File: src/rtl/id_ex_pipe_reg.sv
// ID/EX pipeline register with stall (hold), flush (kill) and valid-bit bubble tracking.
// Optional macro BUBBLE_CNT_EN adds a saturating bubble counter output (bubble_cnt_o).
module id_ex_pipe_reg #(
    parameter int DATA_W = 32,
    parameter int REG_AW = 5,
    parameter int CNT_W  = 16
) (
    input  logic              clk_i,
    input  logic              rst_i,
    input  logic              stall_i,
    input  logic              flush_i,
    input  logic              ctrl_sel_i,
    input  logic              regwrite_i,
    input  logic              memtoreg_i,
    input  logic              branch_i,
    input  logic              memread_i,
    input  logic              memwrite_i,
    input  logic              alusrc_i,
    input  logic              regdst_i,
    input  logic [1:0]        aluop_i,
    input  logic [DATA_W-1:0] pc4_i,
    input  logic [DATA_W-1:0] rs_data_i,
    input  logic [DATA_W-1:0] rt_data_i,
    input  logic [DATA_W-1:0] imm_i,
    input  logic [REG_AW-1:0] rs_i,
    input  logic [REG_AW-1:0] rt_i,
    input  logic [REG_AW-1:0] rd_i,
    output logic              regwrite_o,
    output logic              memtoreg_o,
    output logic              branch_o,
    output logic              memread_o,
    output logic              memwrite_o,
    output logic              alusrc_o,
    output logic              regdst_o,
    output logic [1:0]        aluop_o,
    output logic [DATA_W-1:0] pc4_o,
    output logic [DATA_W-1:0] rs_data_o,
    output logic [DATA_W-1:0] rt_data_o,
    output logic [DATA_W-1:0] imm_o,
    output logic [REG_AW-1:0] rs_o,
    output logic [REG_AW-1:0] rt_o,
    output logic [REG_AW-1:0] rd_o,
`ifdef BUBBLE_CNT_EN
    output logic [CNT_W-1:0]  bubble_cnt_o,
`endif
    output logic              valid_o
);

    if (CNT_W < 1) begin : g_bad_cnt_w
        $error("CNT_W must be at least 1");
    end

    localparam int CTRL_W = 9;

    logic [CTRL_W-1:0] ctrl_in;
    logic [CTRL_W-1:0] ctrl_q;

    assign ctrl_in = {regwrite_i, memtoreg_i, branch_i, memread_i,
                      memwrite_i, alusrc_i, regdst_i, aluop_i};

    assign {regwrite_o, memtoreg_o, branch_o, memread_o,
            memwrite_o, alusrc_o, regdst_o, aluop_o} = ctrl_q;

    // Control is zeroed whenever the slot is not a real instruction, so
    // valid_o=0 always implies no architectural side effects downstream.
    always_ff @(posedge clk_i or negedge rst_i) begin
        if (!rst_i) begin
            ctrl_q    <= '0;
            valid_o   <= 1'b0;
            pc4_o     <= '0;
            rs_data_o <= '0;
            rt_data_o <= '0;
            imm_o     <= '0;
            rs_o      <= '0;
            rt_o      <= '0;
            rd_o      <= '0;
        end else if (flush_i) begin
            ctrl_q    <= '0;
            valid_o   <= 1'b0;
            pc4_o     <= '0;
            rs_data_o <= '0;
            rt_data_o <= '0;
            imm_o     <= '0;
            rs_o      <= '0;
            rt_o      <= '0;
            rd_o      <= '0;
        end else if (!stall_i) begin
            ctrl_q    <= ctrl_sel_i ? ctrl_in : '0;
            valid_o   <= ctrl_sel_i;
            pc4_o     <= pc4_i;
            rs_data_o <= rs_data_i;
            rt_data_o <= rt_data_i;
            imm_o     <= imm_i;
            rs_o      <= rs_i;
            rt_o      <= rt_i;
            rd_o      <= rd_i;
        end
    end

`ifdef BUBBLE_CNT_EN
    // Stalled edges never count, even with flush asserted.
    always_ff @(posedge clk_i or negedge rst_i) begin
        if (!rst_i) begin
            bubble_cnt_o <= '0;
        end else if (!stall_i && (flush_i || !ctrl_sel_i) && !(&bubble_cnt_o)) begin
            bubble_cnt_o <= bubble_cnt_o + 1'b1;
        end
    end
`endif

endmodule

File: config.mk
export PLATFORM = sky130hd
export DESIGN_NAME = id_ex_pipe_reg
export DESIGN_NICKNAME = d
export VERILOG_FILES = /design/src/rtl/id_ex_pipe_reg.sv
export SDC_FILE = /design/constraint.sdc
export NUM_CORES = 1
export LEC_CHECK = 0
export ABC_AREA = 1
export ABC_CLOCK_PERIOD_IN_PS = 1000
export CORE_ASPECT_RATIO = 0.6
export CORE_MARGIN = 1
export CORE_UTILIZATION = 40
export DETAILED_ROUTE_END_ITERATION = 16
export HOLD_SLACK_MARGIN = 0.03
export PLACE_DENSITY = 0.79
export SYNTH_ARGS = -nofsm -noshare
export SYNTH_HDL_FRONTEND = slang
export SYNTH_SLANG_ARGS = --single-unit
export TNS_END_PERCENT = 10
File: constraint.sdc
create_clock -name clk_i -period 1 [get_ports clk_i]
set_input_delay 0.25 -clock clk_i [delete_from_list [all_inputs] [get_ports clk_i]]
set_output_delay 0.25 -clock clk_i [all_outputs]
set_load 0.02 [all_outputs]
* Yosys cells after proc, flatten, opt, wreduce, memory -nomap -nowiden
Index checks and enable logic that the tools add are counted.
Storage, ports and cells: word-level logic and storage cells 29, latch bits 0, flip-flop bits (word level) 153, RAM bits 0, memories 0, ROM bits 0
Cells by class: divide/modulo/power cells 0, eq/ne operators 1, bitwise gates (word level) 0, multiplexer cells 19, multipliers 0, reduce and logical (&&, ||, !) cells 0, shift operators 0, order comparisons 0, $add $sub $neg 0
Operators by type and width (number):
- two-way mux 32 bit | 8
- two-way mux 5 bit | 6
- two-way mux 9 bit | 3
- two-way mux 1 bit | 2
- != test 2 x 1 -> 1 bit (second input constant) | 1

* Depth between registers and ports, before layout
depth after elaboration 3, gate-level depth with buffers 6, mapped depth without buffers 4

* Worst setup path before layout
OpenSTA, ideal clock, no wires.
path kind input port to flip-flop, start point input flush_i, end point register pc4_o[0], required time 0.935 ns, arrival 0.876 ns, cell stages on the path 5, setup slack 0.059 ns, buffers on the path 2, setup time 0.065 ns, cells stage by stage nor2_4 > buf_2 > buf_2 > nand2_1 > nand2_1
Between the ends: longest elaborated chain between the ends 1
RTL lines:
- from (decl) | line 11 | input logic flush_i,
- != test 2 x 1 -> 1 bit (no source line) or two-way mux 32 bit (tied branches)
- to (signal assigned) | line 90 | pc4_o <= pc4_i;
- to (decl) | line 36 | output logic [DATA_W-1:0] pc4_o,
Several ways; a longest one is shown, not always the timed one. A chain may end at the register's enable or synchronous reset.

* Worst setup path after layout
start point register imm_o[28], end point output imm_o[28]
RTL lines:
- from (decl) | line 39 | output logic [DATA_W-1:0] imm_o,
- from (signal assigned) | line 93 | imm_o <= imm_i;
No word-level cell between the ends.

==> results.ini <==
[run_status]
status = finished with violations
violations = setup timing

[hold_path]
hold_path_class = in2async

[setup_path]
path_cells = buf_2
crit_path_max_fanout = 2
slowest_stage = dfrtp_1
slowest_delay_ns = 0.39
cp.buffers_inverters = 1
cpLargestDelayFamily = flip-flops
worstSetupEndpointType = output port
cp.arrival_ns = 0.97
critical_path_class = reg2out
critPathRequiredTime_ns = 0.75
worst_setup_path_start_kind = flip-flop

[yosys]
synth_cell_types = 9
synth_area_leaders = dfrtp_1 (67%), nand2_1 (29%), buf_2 (1.3%), clkbuf_1 (0.98%), nand3_1 (0.79%)
syn_nets = 805
synthDominantCellAreaShare_pct = 66.8
synth-compound-area-share_pct = 0
synth_top_family_by_area = simple AND/OR/NAND/NOR gates
syn_inst = 648
yosysWarnings = 0
yosys.area.top_type = dfrtp_1
synth.avg_cell_area_sq_um = 8.85
synth_adder_area_share_pct = 0
muxShareOfSynthArea_pct = 0
yosys.area_share.xor_xnor_pct = 0
synthSimpleGateAreaFrac_pct = 30.6
synth_area_sq_um = 5740
yosys_register_bits = 153
seq_area_frac_synth_pct = 66.8

[placed_design]
portBuffers = 309
dp.cells = 1157
place.gp.congestion = 0.764
dp.final_hpwl_microns = 12800

[clock_tree]
cts_inserted_buffers = 17
clk_latency_ns = 0.40
path_clk_slew_ns = 0.07
cts_root_buffer = clkbuf_16
cts_tree = built
cts_sinks = 153
clock_path_buffers = 2
cts_htree_levels = 4

[drt]
viasPerCell = 4.46
dr.pass1.iters = 4
routed_wl_microns = 17900
drc_errors = 0
first_iter_violations = 311
vias = 5389
postRouteAntennaNets = 0
wl_per_cell_microns = 14.8

[cells_and_area]
layout-drive-gt1-share_pct = 24.4
most-common-layout-cells = nand2_1 (450), dfrtp_1 (153), clkdlybuf4s50_1 (153)
final_cells = 1208
layout_commonest_cell = nand2_1
multi_input_area_sq_um = 1760
ff_latch_area_sq_um = 3830
diodes = 0
syn2layout_area_growth_pct = 72.7
final_core_util_pct = 71.6
fill_cells = 1040
nNetsFinal = 1160

[sta]
slew_headroom_pct = 83.6
fin_crit_sh_pct = 122
setup_violations = 153
timing.final.crit_period_ns = 1.22
worstMarginPinSlew_ns = 0.246
timing.final.ws_setup_ns = -0.221
rsz0062_at_grt = yes
fin_skew_ns = 0
hold_viol = 0
setup_tns_ns = -29.40
slew_violations = 0
fmax_mhz = 819

[die]
pin_count = 310
rows = 33
start_util_pct = 41.5
die_h_microns = 94.8
dieArea_sq_um = 14800
design.core.area_sq_um = 13800
die_w_microns = 157

[global_routing]
grt_pass1_vias = 5472
grt.overflow.total = 0
antenna_found_initial = 1
grt_usage_pct = 24.8
grt_pass1_wl_microns = 27800
grt_max_degree = 54

[power]
total_power_mw = 15.7
peakVddDrop_uv = 1130
leakagePower_nw = 5.45
p_per_area_nw_per_um2 = 1590

[run]
drv_cap = 0

## timing repair
item | in CTS | in global routing
endpoints found under the setup margin | 306 | 153
hold buffers | 1 | 0
pin swaps | 1 | 0
buffers inserted | 11 | 7
endpoints found under the hold margin | 153 | 0
gates resized for setup | 705 | 60
## area by class of cell
cell class / count / area share [%]
Inverter: 1 / 0.0379
Multi-Input combinational cell: 461 / 17.7
Sequential cell: 153 / 38.6
Clock buffer: 18 / 4.43
Timing Repair Buffer: 369 / 35.2
Clock inverter: 14 / 1.57
Tap cell: 192 / 2.42
## synth_stat cells
cell type  instances
clkbuf_1          15
buf_1              2
nand2_1          450
dfrtp_1          153
nand3_1            9
nor2_4             2
buf_4              1
buf_2             15
inv_2              1
## sequential cells by signal (all words and copies together), names as in the netlist
register,count
rt_data_o,32
pc4_o,32
rs_data_o,32
imm_o,32
rs_o,5
valid_o,1
ctrl_q,9
rt_o,5
rd_o,5
## kinds of logic after synthesis
kind of cell	count (synthesis)
DFF	153
buffers and inverters	34
and+or+nand+nor	461
## final timing paths
| path | startpoint | endpoint | slack, ns | cells past startpoint |
|---|---|---|---|---|
| max | imm_o[28] | imm_o[28] | -0.22 | 1 |
| min | rst_i | imm_o[28] | 0.23 | 2 |
| max reg2reg | rs_data_o[5] | rs_data_o[5] | 0.16 | 4 |
| min reg2reg | pc4_o[29] | pc4_o[29] | 0.46 | 2 |
| max in group asynchronous | rst_i | pc4_o[17] | 0.28 | 3 |
| min in group clk_i | pc4_i[28] | pc4_o[28] | 0.37 | 3 |
## where the power goes
group	total [mW]	internal, mW	switching (mW)
clock network	6.41	3.62	2.80
logic	2.58	1.34	1.24
registers	6.74	6.53	0.217
total	15.7	11.5	4.26
## metrics by stage
step | area [sq um] | hold slack [ns] | worst slack, ns
6_report | 9910 | 0.233 | -0.221
5_1_grt | 9910 | 0.237 | -0.254
4_1_cts | 9670 | 0.215 | -0.229
3_5_place_dp | 9430 | 0.0892 | -0.543
3_3_place_gp | 9430 | 0.0888 | -0.509
2_1_floorplan | 5740 | -0.0456 | 0.0591
## routing by layer
metal / GRT usage, % / wire length (microns) / vias up
li1: - / - / 2664
met1: 28.1 / 7290 / 2526
met2: 44.7 / 8900 / 179
met3: 8.54 / 1440 / 18
met4: 6.86 / 244 / 2
met5: 0 / 13 / -
Power figures use the tool's default switching activity.
